<file path="config.mk">
export PLATFORM = sky130hd
export DESIGN_NAME = adc_align_ctrl
export DESIGN_NICKNAME = d
export VERILOG_FILES = /design/src/rtl/adc_align_pkg.sv /design/src/rtl/align_lane_mux.sv /design/src/rtl/adc_align_ctrl.sv
export SDC_FILE = /design/constraint.sdc
export NUM_CORES = 1
export LEC_CHECK = 0
export ABC_AREA = 1
export BUFFER_PORTS_ARGS = -buffer_cell sky130_fd_sc_hd__buf_2
export CORE_UTILIZATION = 38
export DETAILED_ROUTE_END_ITERATION = 7
export PLACE_DENSITY = 0.72
export SYNTH_ARGS = -nofsm -noshare
export SYNTH_HDL_FRONTEND = slang
export SYNTH_SLANG_ARGS = --single-unit
</file>
<file path="constraint.sdc">
create_clock -name CLKDIV -period 2.35 [get_ports CLKDIV]
set_clock_uncertainty 0.2 [all_clocks]
set_input_delay 0.3525 -clock CLKDIV [delete_from_list [all_inputs] [get_ports CLKDIV]]
set_output_delay 0.3525 -clock CLKDIV [all_outputs]
set_load 0.1 [all_outputs]
</file>
<file path="src/rtl/adc_align_pkg.sv">
//------------------------------------------------------------------------------
// adc_align_pkg : shared types and constants for the ADC lane aligner
// Revision      : 1.0
//------------------------------------------------------------------------------
`default_nettype none

package adc_align_pkg;

  typedef enum logic [5:0] {
    ST_STARTUP = 6'b000001,
    ST_CHECK   = 6'b000010,
    ST_SLIP    = 6'b000100,
    ST_SETTLE  = 6'b001000,
    ST_NEXT    = 6'b010000,
    ST_DONE    = 6'b100000
  } state_t;

  localparam logic [7:0] DEFAULT_PATTERN = 8'hF0;

  function automatic int clog2_min1(input int n);
    return (n > 1) ? $clog2(n) : 1;
  endfunction

endpackage

`default_nettype wire

</file>
<file path="src/rtl/align_lane_mux.sv">
//------------------------------------------------------------------------------
// align_lane_mux : combinational selector of one lane word by lane index
// Revision       : 1.0
//------------------------------------------------------------------------------
`default_nettype none

module align_lane_mux #(
  parameter int NUM_LANES = 4,
  parameter int DATA_W    = 8,
  parameter int IDX_W     = 2
) (
  input  logic [NUM_LANES*DATA_W-1:0] lane_data,
  input  logic [IDX_W-1:0]            lane_idx,
  output logic [DATA_W-1:0]           word
);

  always_comb begin
    word = '0;
    for (int i = 0; i < NUM_LANES; i++) begin
      if (lane_idx == IDX_W'(i)) begin
        word = lane_data[i*DATA_W +: DATA_W];
      end
    end
  end

endmodule

`default_nettype wire

</file>
<file path="src/rtl/adc_align_ctrl.sv">
//------------------------------------------------------------------------------
// adc_align_ctrl : per-lane bitslip training controller for deserialized ADC data
// Revision       : 1.0
//------------------------------------------------------------------------------
`default_nettype none

module adc_align_ctrl
  import adc_align_pkg::*;
#(
  parameter int                NUM_LANES      = 4,
  parameter int                DATA_W         = 8,
  parameter logic [DATA_W-1:0] PATTERN        = DATA_W'(DEFAULT_PATTERN),
  parameter int                STARTUP_CYCLES = 8,
  parameter int                SETTLE_CYCLES  = 8
) (
  input  logic                        CLKDIV,
  input  logic                        rst_n,
  input  logic                        ce,
  input  logic                        start,
  input  logic [NUM_LANES*DATA_W-1:0] lane_data,
  output logic [NUM_LANES-1:0]        bslip,
  output logic [NUM_LANES-1:0]        lane_ok,
  output logic                        busy,
  output logic                        done,
  output logic                        error
);

  localparam int IDX_W   = clog2_min1(NUM_LANES);
  localparam int SLIP_W  = clog2_min1(DATA_W + 1);
  localparam int CNT_MAX = (STARTUP_CYCLES > SETTLE_CYCLES) ? STARTUP_CYCLES : SETTLE_CYCLES;
  localparam int CNT_W   = clog2_min1(CNT_MAX);

  state_t                state, state_n;
  logic [IDX_W-1:0]      lane_idx, lane_idx_n;
  logic [SLIP_W-1:0]     slip_cnt, slip_cnt_n;
  logic [CNT_W-1:0]      cnt, cnt_n;
  logic [NUM_LANES-1:0]  lane_ok_n;
  logic                  failed, failed_n;
  logic [DATA_W-1:0]     sel_word;
  logic [NUM_LANES-1:0]  lane_bit;

  align_lane_mux #(
    .NUM_LANES (NUM_LANES),
    .DATA_W    (DATA_W),
    .IDX_W     (IDX_W)
  ) u_mux (
    .lane_data (lane_data),
    .lane_idx  (lane_idx),
    .word      (sel_word)
  );

  assign lane_bit = NUM_LANES'(1) << lane_idx;

  always_ff @(posedge CLKDIV or negedge rst_n) begin
    if (!rst_n) begin
      state    <= ST_STARTUP;
      lane_idx <= '0;
      slip_cnt <= '0;
      cnt      <= '0;
      lane_ok  <= '0;
      failed   <= 1'b0;
    end else begin
      state    <= state_n;
      lane_idx <= lane_idx_n;
      slip_cnt <= slip_cnt_n;
      cnt      <= cnt_n;
      lane_ok  <= lane_ok_n;
      failed   <= failed_n;
    end
  end

  always_comb begin
    state_n    = state;
    lane_idx_n = lane_idx;
    slip_cnt_n = slip_cnt;
    cnt_n      = cnt;
    lane_ok_n  = lane_ok;
    failed_n   = failed;
    bslip      = '0;

    // A realign request outside STARTUP overrides whatever the state would do.
    if (start && (state != ST_STARTUP)) begin
      state_n    = ST_STARTUP;
      lane_idx_n = '0;
      slip_cnt_n = '0;
      cnt_n      = '0;
      lane_ok_n  = '0;
      failed_n   = 1'b0;
    end else begin
      case (state)
        ST_STARTUP: begin
          if (ce) begin
            if (cnt == CNT_W'(STARTUP_CYCLES - 1)) begin
              state_n    = ST_CHECK;
              lane_idx_n = '0;
              slip_cnt_n = '0;
              cnt_n      = '0;
            end else begin
              cnt_n = cnt + 1'b1;
            end
          end
        end
        ST_CHECK: begin
          if (sel_word == PATTERN) begin
            lane_ok_n = lane_ok | lane_bit;
            state_n   = ST_NEXT;
          end else if (slip_cnt < SLIP_W'(DATA_W)) begin
            state_n = ST_SLIP;
          end else begin
            failed_n = 1'b1;
            state_n  = ST_NEXT;
          end
        end
        ST_SLIP: begin
          bslip      = lane_bit;
          slip_cnt_n = slip_cnt + 1'b1;
          cnt_n      = '0;
          state_n    = ST_SETTLE;
        end
        ST_SETTLE: begin
          if (cnt == CNT_W'(SETTLE_CYCLES - 1)) begin
            cnt_n   = '0;
            state_n = ST_CHECK;
          end else begin
            cnt_n = cnt + 1'b1;
          end
        end
        ST_NEXT: begin
          if (lane_idx == IDX_W'(NUM_LANES - 1)) begin
            state_n = ST_DONE;
          end else begin
            lane_idx_n = lane_idx + 1'b1;
            slip_cnt_n = '0;
            state_n    = ST_CHECK;
          end
        end
        ST_DONE: begin
          state_n = ST_DONE;
        end
        default: begin
          state_n    = ST_STARTUP;
          lane_idx_n = '0;
          slip_cnt_n = '0;
          cnt_n      = '0;
          lane_ok_n  = '0;
          failed_n   = 1'b0;
        end
      endcase
    end
  end

  assign busy  = (state != ST_DONE);
  assign done  = (state == ST_DONE);
  assign error = failed & done;

endmodule

`default_nettype wire
</file>
# Word level (Yosys, flattened, before mapping)
# Index checks and enable logic that the tools add are counted.
# W data, S select, Z words.
# totals
reg_bits,20
input_bits,36
output_inout_bits,11
# classes
n_addsub,3
order_cmp,1
eq_ne,23
shifts,1
muxes,34
bitwise,2
n_reduce_logical,11
# op_table
cell,count
$pmux W6 S6,1
$mux W4,8
$mux W8,4
$mux W6,4
$ne A3 B3 Y1 const B,6
$pmux W4 S4,1
$mux W5,2
$mux W3,3
$pmux W3 S3,1
$eq A8 B8 Y1 const B,1
$mux W2,4
$ne A2 B1 Y1 const B,4
$pmux W4 S2,1
$reduce_and A4 Y1,2
$eq A6 B1 Y1 const B,1
$eq A6 B2 Y1 const B,1
$eq A6 B3 Y1 const B,1
$eq A6 B4 Y1 const B,1
$eq A6 B5 Y1 const B,1
$eq A6 B6 Y1 const B,1
$ne A6 B1 Y1 const B,1
$ne A6 B6 Y1 const B,1
$pmux W2 S3,1
$reduce_or A3 Y1,2
18 further kinds,22

# Longest topological paths before layout
# Gate-level depths: netlist of the first run.
# logic_depth
depth_word,9
depth_mapped,12

# By module
# Synthesis of the first run repeated with hierarchy kept, for this count alone.
# unflattened
cells_unflattened,223
area_unflattened_um2,1552.7
# by_module_without_submodules
module,instances,cells_each,area_per_inst_um2,seq_area_each_um2
adc_align_ctrl,1,176,1288.7,501.7
align_lane_mux,1,47,264.0,0.0

# Least setup slack after synthesis of the first run
# Ideal clock, no wire load.
# synth_path
path_kind,register to output
startpoint,register state[1]
endpoint,output port error
arrival_ns,4.457
slack_ns,-2.660
stages_incl_launch_ff,6
n_path_buf,0
cell_sequence,dfrtp_1 nor2_1 nand2_1 nor2_1 inv_1 nor2_1
# synth_between
elab_chain_cells,2
# synth_lines
item,line_no,source
"start, declared",adc_align_ctrl.sv:33,"state_t state, state_n;"
"start signal, assigned",adc_align_ctrl.sv:63,state <= state_n;
$eq A6 B6 Y1,adc_align_ctrl.sv:153,assign done = (state == ST_DONE);
net done,adc_align_ctrl.sv:24,"output logic done,"
$and A1 B1 Y1,adc_align_ctrl.sv:154,assign error = failed & done;
"end, declared",adc_align_ctrl.sv:25,output logic error
# The timed path passes the listed nets, and every way through them passes these cells.

# Worst setup path in the final report of the first run
# layout_path
startpoint,register state[0]
endpoint,output port bslip[1]
# layout_between
elab_chain_cells,3
word_cells_on_any_way,5
cone_classes,eq/ne: 2; mux: 2; reduce/logical: 1
# layout_lines
item,line_no,source
$eq A6 B3 Y1 / $ne A6 B1 Y1 (equally long branches),"adc_align_ctrl.sv:90, adc_align_ctrl.sv:82",
$mux W4 / $logic_and A1 B1 Y1 (equally long branches),"adc_align_ctrl.sv:90, adc_align_ctrl.sv:82",
$mux W4 (*),adc_align_ctrl.sv:82,if (start && (state != ST_STARTUP)) begin
"end, declared",adc_align_ctrl.sv:21,"output logic [NUM_LANES-1:0] bslip,"
# Mark *: on every way between the ends. The rest lies on a longest branch, timed or not.

==> impl_results.md, run 1 <==
* Avg Cell Area, Syn at 7.270 um^2
* Yosys top cell area share at 35.35%
* Simple-gate share of the synthesized area at 40.65%
* Reg2reg setup slack at 0.47 ns
* H-Tree Depth at 1
* Initial DRC Count at 45
* RD Place Congestion at 0.7919
* Hold_ws at 0.2186 ns
* Vias post-DR at 1272
* Layout Area Growth over Synthesis at 31.72%
* Crit path cell chain: inv_1 > nor2_2 > nand3_4 > nand2_8 > nand2_4 > nor2_2 > buf_12
* Final Setup Violations at 0
* DRT Pass-1 Iters at 4
* Leakage at 0.9511 nW
* TritonCTS clock tree: yes
* Core area at 3363 um^2
* Worst-Skew Late Latency at 0.30 ns
* Fmax achieved at 440.0 MHz
* #FFs+latches synth at 20
* Largest area contributor in the netlist: dfrtp_1
* Global-route wire length before repair at 5244 um
* Post-route ant nets at 0
* Largest family of logic cells by synthesized area: simple AND/OR/NAND/NOR gates
* Final Slew Violations at 0
* Die height at 61.50 um
* Tcrit/Tclk final at 96.71%
* Max VDD drop at 0.1936 mV
* Distinct cells, synth at 25
* Post-Synth XOR/XNOR Area at 0%
* CP Max Fanout at 9
* Top area cells in the synthesized netlist: dfrtp_1 (35%), nand2_1 (11%), inv_1 (8.7%)
* Clk sinks at 20
* Final setup margin at 0.07722 ns
* Pre-CTS setup slack at 0.3688 ns
* Worst Path Required at 1.80 ns
* Initial Util at 39.99%
* Multi-input gate area at 743.2 um^2
* Sequential cell area at 501.7 um^2
* GR Overflow Total at 0
* CP Class: reg2out
* Vias/cell at 4.511
* DRC at 0
* Crit-path max cell delay at 0.55 ns
* # IOs at 47
* Worst reg2reg path depth at 11
* Mapped cell area at 1345 um^2
* All-layer global routing usage at 18.40%
* Overall routed net length at 2981 um
* Die ar. at 3782 um^2
* Ant diodes at 0
* Largest net degree at the start of global routing at 21
* Die X at 61.50 um
* Synth Area in Compound Gates at 5.860%
* Outcome: completed
* Worst setup path start: state[0]$_DFFE_PN1P_
* Mux cell area share after synthesis at 0%
* CTS max path bufs at 2
* CP max stage cell: dfstp_2
* Antenna violations before repair at 0
* Register area share after synthesis at 37.30%
* Final hold violation count at 0
* CP arrival at 1.72 ns
* Worst setup EP type: primary output
* R2R Path End: failed$_DFFE_PN0P_
* Syn Nets at 228
* Ys Warns at 0
* Pwr per Cell Area at 606.5 nW/um^2
* Cells after Synth at 185
* Worst slew margin at 67.26%
* Cells after DPL at 277
* Worst-margin pin slew at 0.4945 ns
* CTS Root Cell: clkbuf_4
* Unrepaired setup endpoints after global routing: true
* Nets at 280
* Post-Layout Cell Count at 282
* Synth Area in Adders at 6.512%
* Period minus WS final at 2.273 ns
* Fin Setup TNS at 0 ns
* Fillcell total at 359
* Min-delay worst type: in2reg
* PortBufs at 46
* Num CTS Buffers at 3
* Reg clk slew, reported paths at 0.12 ns
* Vias in the first global route at 1271
* Row count at 21
* CP endpoint: bslip[1]
* Top cell by count, worst path: nor2_2
* Share of cells above drive strength 1 at 33.05%
* Max_cap viols at 0
* R2r startpoint: lane_idx[0]$_DFFE_PN0P_
* DPL Wire Length at 2485 um
* CP Launch Type: flip-flop
* DR WL/cell at 10.57 um
==> kinds of logic (layout without fill, tap and decap cells) <==
| group | after synthesis | in the layout |
|---|---|---|
| AO/OA/AOI/OAI | 15 | 15 |
| adder cells (fa/ha/maj) | 7 | 7 |
| buffers and inverters | 34 | 85 |
| flip-flops | 20 | 20 |
| AND/OR/NAND/NOR | 109 | 109 |
==> power breakdown <==
part           switching [W]  internal (W)  total, W
clock               0.000112     0.0000945  0.000206
sequential         0.0000287      0.000387  0.000416
combinational       0.000305      0.000148  0.000453
total               0.000445      0.000629   0.00107
==> per-stage QoR <==
stage | utilization (%) | cell area [um^2] | total power, W
3_3_place_gp | 51.08 | 1718 | 0.0008592
6_report | 52.68 | 1772 | 0.001075
5_1_grt | 52.68 | 1772 | 0.001155
4_1_cts | 52.46 | 1764 | 0.001080
3_5_place_dp | 51.08 | 1718 | 0.0008724
2_1_floorplan | - | 1370 | 0.0007576
==> worst min path at each step <==
stage,end,slack [ns],from,cells after the start
floorplan,cnt[0]$_DFFE_PN0P_,-0.14,rst_n,0
global placement,cnt[2]$_DFFE_PN0P_,0.12,rst_n,1
detailed placement,cnt[2]$_DFFE_PN0P_,0.13,rst_n,1
CTS,state[0]$_DFFE_PN1P_,0.21,ce,3
global route,state[0]$_DFFE_PN1P_,0.22,ce,3
finish,state[0]$_DFFE_PN1P_,0.22,ce,3
==> layer usage <==
| layer | vias up | GRT usage (%) | share of wire [%] |
|---|---|---|---|
| met1 | 573 | 24.81 | 47 |
| met4 | 0 | 5.397 | 1.2 |
| met2 | 15 | 31.49 | 50 |
| met3 | 4 | 1.471 | 1.7 |
| li1 | 680 | - | - |
| met5 | - | 0 | 0 |
==> synth_stat cells <==
| cell type | instances |
|---|---|
| inv_4 | 1 |
| nand4_1 | 4 |
| nand3_4 | 1 |
| nand2_8 | 1 |
| nand2_2 | 5 |
| or2_1 | 1 |
| nor3_1 | 2 |
| inv_1 | 31 |
| o21ai_0 | 6 |
| a21oi_2 | 1 |
| nand2_4 | 1 |
| nor2_4 | 5 |
| nand3_1 | 16 |
| inv_2 | 2 |
| nand2_1 | 41 |
| dfstp_2 | 1 |
| nor4_1 | 1 |
| a21oi_1 | 7 |
| o21ai_1 | 1 |
| ha_1 | 7 |
| and3_1 | 1 |
| or2_2 | 1 |
| nor2_1 | 26 |
| nor2_2 | 3 |
| dfrtp_1 | 19 |
==> registers in the layout (all words and copies together) (netlist names) <==
register and flops:
failed 1, state 6, lane_idx 2, slip_cnt 4
cnt 3, lane_ok 4
==> timing repair <==
action / CTS / global route
hold endpoints to repair: 19 / 0
setup endpoints to repair: 0 / 3
setup buffers: 0 / 0
hold buffers: 1 / 0
resized for setup: 0 / 2
==> cells in the final DEF, fill, tap and decap left out <==
cell type	instances
nor4_1	1
inv_2	2
buf_2	41
or2_2	1
inv_4	1
nand2_1	41
nor2_4	8
o21ai_0	6
nor2_2	6
nand3_1	16
nand2_2	5
and3_1	1
or2_1	1
ha_1	7
nand2_8	1
clkbuf_4	4
dfstp_2	1
nand3_4	1
a21oi_2	1
nand4_1	4
a21oi_1	7
nor3_1	2
nand2_4	1
inv_1	31
nor2_1	20
dfrtp_1	19
dlygate4sd3_1	1
o21ai_1	1
buf_12	4
clkbuf_8	1
==> area by class of cell <==
class,count,share of cell area (%)
clock buffer,4,2.048
tap,46,3.249
multi-input combinational,131,41.95
sequential,20,28.32
inverter,34,7.345
timing repair buffer,47,17.09
==> critical path: cells and delay by family, from the launching register on <==
family	cells	cell delay (ns)
buffers and inverters	2	0.24
AND/OR/NAND/NOR	5	0.61
flip-flops	1	0.55
Power figures use the tool's default switching activity.
==> run 2: changes to the inputs <==
--- a/config.mk
+++ b/config.mk
@@ -10,6 +10,7 @@
 export CORE_UTILIZATION = 38
 export DETAILED_ROUTE_END_ITERATION = 7
 export PLACE_DENSITY = 0.72
+export SETUP_SLACK_MARGIN = 0.1
 export SYNTH_ARGS = -nofsm -noshare
 export SYNTH_HDL_FRONTEND = slang
 export SYNTH_SLANG_ARGS = --single-unit
==> run 2 against run 1 <==
  * Final cell count up 2.8%
  * Critical path depth stayed put
  * Via count grew 5.5%
  * Die area unchanged
==> impl_results.md, run 2 (same netlist as run 1, synthesis figures left out) <==
* Outcome: completed
* CTS max path bufs at 2
* R2r startpoint: state[0]$_DFFE_PN1P_
* CP arrival at 1.67 ns
* Worst-margin pin slew at 0.4878 ns
* # IOs at 47
* Clk sinks at 20
* Fillcell total at 321
* Reg clk slew, reported paths at 0.12 ns
* Reg2reg setup slack at 0.45 ns
* Commonest non-fill, non-tap cells in the layout: nand2_1 (40), buf_2 (39), inv_1 (31), nor2_1 (19), dfrtp_1 (19)
* Worst Path Required at 1.80 ns
* Vias/cell at 4.628
* Leakage at 0.9946 nW
* CP max stage cell: dfstp_2
* Worst slew margin at 67.70%
* Crit-path max cell delay at 0.56 ns
* R2R Path End: slip_cnt[2]$_DFFE_PN0P_
* Initial DRC Count at 53
* PortBufs at 46
* Period minus WS final at 2.223 ns
* Final Slew Violations at 0
* RD Place Congestion at 0.8087
* CP Max Fanout at 7
* Top cell by count, worst path: nand2_8
* GR Overflow Total at 0
* H-Tree Depth at 1
* Hold Path Origin: ce
* Min-delay worst type: in2reg
* Initial Util at 39.99%
* Row count at 21
* Core area at 3363 um^2
* Worst-Skew Late Latency at 0.31 ns
* Antenna violations before repair at 0
* Vias in the first global route at 1270
* Final Setup Violations at 0
* Hold Path Stages at 3
* Overall routed net length at 3065 um
* Pwr per Cell Area at 597.0 nW/um^2
* Pre-CTS setup slack at 0.3541 ns
* Hold_ws at 0.2126 ns
* DR WL/cell at 10.57 um
* Multi-input gate area at 772.0 um^2
* Worst setup EP type: primary output
* Share of cells above drive strength 1 at 36.07%
* Die X at 61.50 um
* Top reg by flops: state
* Max VDD drop at 0.2483 mV
* Endpoint, Worst Hold: state[0]$_DFFE_PN1P_
* Post-route ant nets at 0
* Tcrit/Tclk final at 94.59%
* CTS Root Cell: clkbuf_4
* Fmax achieved at 449.9 MHz
* Unrepaired setup endpoints after global routing: true
* Biggest regs: state: 6 flops, lane_ok: 4 flops, slip_cnt: 4 flops
* Max reg flops at 6
* Die ar. at 3782 um^2
* CP delay by family, top: flip-flops
* Final hold violation count at 0
* Largest net degree at the start of global routing at 21
* TritonCTS clock tree: yes
* CP Launch Type: flip-flop
* Util after Layout at 55.58%
* Sequential cell area at 501.7 um^2
* Max_cap viols at 0
* Nets at 288
* WP buf/inv at 2
* Most common cell after layout, fill and taps aside: nand2_1
* DRT Pass-1 Iters at 5
* CP Class: reg2out
* Ant diodes at 0
* Vias post-DR at 1342
* Global-route wire length before repair at 5085 um
* Final setup margin at 0.1272 ns
* Die height at 61.50 um
* All-layer global routing usage at 17.83%
* Layout Area Growth over Synthesis at 38.98%
* DRC at 0
* Num CTS Buffers at 3
* Worst setup path start: state[0]$_DFFE_PN1P_
* Crit path cell chain: inv_1 > nor2_2 > nand3_4 > nand2_8 > nand2_8 > nor2_4 > buf_12
* Worst reg2reg path depth at 11
* DPL Wire Length at 2418 um
[run 2: how the worst max path moves through the flow]
stage	end	slack [ns]	cells past startpoint
floorplan	error	-0.68	5
global placement	error	0.42	6
global route	bslip[2]	0.05	7
finish	bslip[2]	0.13	7
CTS	busy	0.10	5
detailed placement	error	0.35	6
[run 2: layout make-up]
| type | instances | area share, % |
|---|---|---|
| multi-input combinational | 131 | 41.30 |
| clock buffer | 4 | 1.941 |
| timing repair buffer | 55 | 19.88 |
| inverter | 34 | 6.961 |
| sequential | 20 | 26.84 |
| tap | 46 | 3.079 |
[run 2: power by group]
group	switching, W	total, W	internal, W
clock	0.000113	0.000208	0.0000947
sequential	0.0000297	0.000417	0.000387
combinational	0.000317	0.000491	0.000175
total	0.000459	0.00112	0.000657
[run 2: metal layers]
metal	GRT usage, %	vias to the layer above	wire [um]
met5	0	-	0
met4	6.984	0	49
met3	1.471	5	99
met2	32.41	36	1580
met1	21.65	608	1335
li1	-	693	-
[run 2: stage by stage]
stage | setup TNS [ns] | instances | instance area, um^2 | total power (W)
4_1_cts | 0 | 284 | 1802 | 0.001090
3_5_place_dp | 0 | 277 | 1738 | 0.0008692
2_1_floorplan | -0.6853 | 185 | 1390 | 0.0007603
3_3_place_gp | 0 | 277 | 1738 | 0.0008605
5_1_grt | 0 | 290 | 1869 | 0.001192
6_report | 0 | 290 | 1869 | 0.001116
[run 2: what timing repair did]
item                                    4_1_cts  5_1_grt
pin swaps                                     0        2
hold buffers                                  1        0
setup buffers                                 2        6
endpoints found under the hold margin        19        0
resized for setup                             1        6
endpoints found under the setup margin        4        7
[run 2: worst register-to-register path: stages, from the launching register on]
cell     delay [ns]
dfstp_2        0.56
inv_1          0.06
nor2_2         0.12
nand3_4        0.13
buf_4          0.16
a21oi_1        0.15
nor2_1         0.07
nand2_1        0.07
nand2_1        0.09
inv_1          0.10
nand2_1        0.05
o21ai_0        0.08
==> run 3: changes to the inputs <==
==> constraint.sdc (replaced) <==
create_clock -name CLKDIV -period 2.5 [get_ports CLKDIV]
set_clock_uncertainty 0.2 [all_clocks]
set_input_delay 0.375 -clock CLKDIV [delete_from_list [all_inputs] [get_ports CLKDIV]]
set_output_delay 0.375 -clock CLKDIV [all_outputs]
set_load 0.1 [all_outputs]
==> run 3 against run 2 <==
  * Critical path depth did not move
  * Highest routed layer unchanged
  * Hold slack improved by 0.039 ns
  * Non-clock buffer count fell by 8
  * Critical endpoint is now bslip[3]
  * Critical path type unchanged
  * Sequential power fell by 5.8%
  * Combinational power fell by 15%
==> impl_results.md, run 3 (same netlist as run 1, synthesis figures left out) <==
* CP arrival at 1.73 ns
* Worst-Skew Late Latency at 0.31 ns
* Global-route wire length before repair at 5112 um
* # IOs at 47
* TritonCTS clock tree: yes
* Clk sinks at 20
* DRT Pass-1 Iters at 4
* Vias in the first global route at 1265
* CTS max path bufs at 2
* DR WL/cell at 10.46 um
* Min-delay worst type: in2reg
* Reg clk slew, reported paths at 0.11 ns
* RD Place Congestion at 0.8281
* Top reg by flops: state
* Vias/cell at 4.507
* Vias post-DR at 1271
* Fmax achieved at 434.4 MHz
* CTS Root Cell: clkbuf_4
* Unrepaired setup endpoints after global routing: false
* Nets at 280
* Post-route ant nets at 0
* DPL Wire Length at 2454 um
* CP Max Fanout at 9
* PortBufs at 46
* Max reg flops at 6
* Final hold violation count at 0
* DRC at 0
* CP Class: reg2out
* Worst-margin pin slew at 0.4956 ns
* Max_cap viols at 0
* Largest net degree at the start of global routing at 21
* Worst setup EP type: primary output
* Die ar. at 3782 um^2
* Initial Util at 39.99%
* Tcrit/Tclk final at 92.08%
* Multi-input gate area at 740.7 um^2
* Final Slew Violations at 0
* Overall routed net length at 2949 um
* Outcome: completed
* Sequential cell area at 501.7 um^2
* Pwr per Cell Area at 578.3 nW/um^2
* Fin Setup TNS at 0 ns
* GR Overflow Total at 0
* CP Launch Type: flip-flop
* Die X at 61.50 um
* Biggest regs: state: 6 flops, lane_ok: 4 flops, slip_cnt: 4 flops
* Row count at 21
* Commonest non-fill, non-tap cells in the layout: nand2_1 (41), buf_2 (41), inv_1 (31), nor2_1 (19), dfrtp_1 (19)
* Initial DRC Count at 59
* H-Tree Depth at 1
* Layout Area Growth over Synthesis at 29.21%
* Cells after DPL at 277
* Max VDD drop at 0.2573 mV
* Post-Layout Cell Count at 282
* Die height at 61.50 um
* Share of cells above drive strength 1 at 33.47%
* Antenna violations before repair at 0
* Worst slew margin at 67.19%
* Period minus WS final at 2.302 ns
* All-layer global routing usage at 17.98%
* Ant diodes at 0
* Leakage at 0.9438 nW
* Hold_ws at 0.2515 ns
* Fillcell total at 344
* Worst Path Required at 1.92 ns
* Num CTS Buffers at 3
* Core area at 3363 um^2
* Final Setup Violations at 0
[run 3: cell count changes in the layout (fill, tap and decap cells not counted), moves of 2 or more]
cell	change
buf_6	+2
buf_2	+2
nor2_2	+4
buf_12	-4
nor2_4	-4
buf_4	-8
[run 3: repair_timing]
item | in CTS | in global routing
endpoints found under the hold margin | 19 | 0
gates cloned | 0 | 0
hold buffers | 1 | 0
buffers inserted | 0 | 0
resized for setup | 4 | 7
setup endpoints to repair | 4 | 5
[run 3: final cells by class]
type / count / area share (%)
multi-input combinational: 131 / 42.62
sequential: 20 / 28.87
timing repair buffer: 47 / 15.62
inverter: 34 / 7.487
tap: 46 / 3.312
clock buffer: 4 / 2.088
[run 3: critical path, stage by stage, from the launching register on]
cell and delay [ns]:
dfstp_2 0.55, inv_1 0.05, nor2_2 0.12, nand3_4 0.13
nand2_8 0.12, nand2_4 0.10, nor2_2 0.11, buf_6 0.23
[run 3: per-layer routing]
metal  wire length, um  global-route usage (%)  vias to the layer above
met5                 0                       0                        -
met1              1367                   23.05                      567
met2              1481                   31.64                       21
met4                38                   5.397                        0
li1                  -                       -                      677
met3                62                   2.101                        6
[run 3: where the power goes]
part / total, W / switching [W] / internal [W]
registers: 0.000393 / 0.0000294 / 0.000364
logic: 0.000419 / 0.000281 / 0.000138
clock network: 0.000193 / 0.000104 / 0.0000889
total: 0.00101 / 0.000415 / 0.000590
[run 3: path summary, 6_finish.rpt]
kind | startpoint | to | slack (ns) | cells past startpoint
setup / recovery | state[0]$_DFFE_PN1P_ | bslip[3] | 0.20 | 7
hold / removal | ce | state[0]$_DFFE_PN1P_ | 0.25 | 3
setup reg to reg | lane_idx[0]$_DFFE_PN0P_ | failed$_DFFE_PN0P_ | 0.67 | 11
hold reg to reg | cnt[1]$_DFFE_PN0P_ | cnt[1]$_DFFE_PN0P_ | 0.31 | 2
max in group asynchronous | rst_n | state[0]$_DFFE_PN1P_ | 1.43 | 2
min in group asynchronous | rst_n | state[5]$_DFFE_PN0P_ | 0.33 | 2
[run 3: per-stage QoR]
stage               utilization (%)  cell area, um^2  setup WS (ns)  total power [W]
floorplan                         -             1370        -0.5496        0.0007121
global route                  51.67             1738        0.09638         0.001087
detailed placement            49.29             1658         0.3602        0.0008124
CTS                           50.97             1714         0.1342         0.001002
finish                        51.67             1738         0.1981         0.001005
global placement              49.29             1658         0.4005        0.0008040
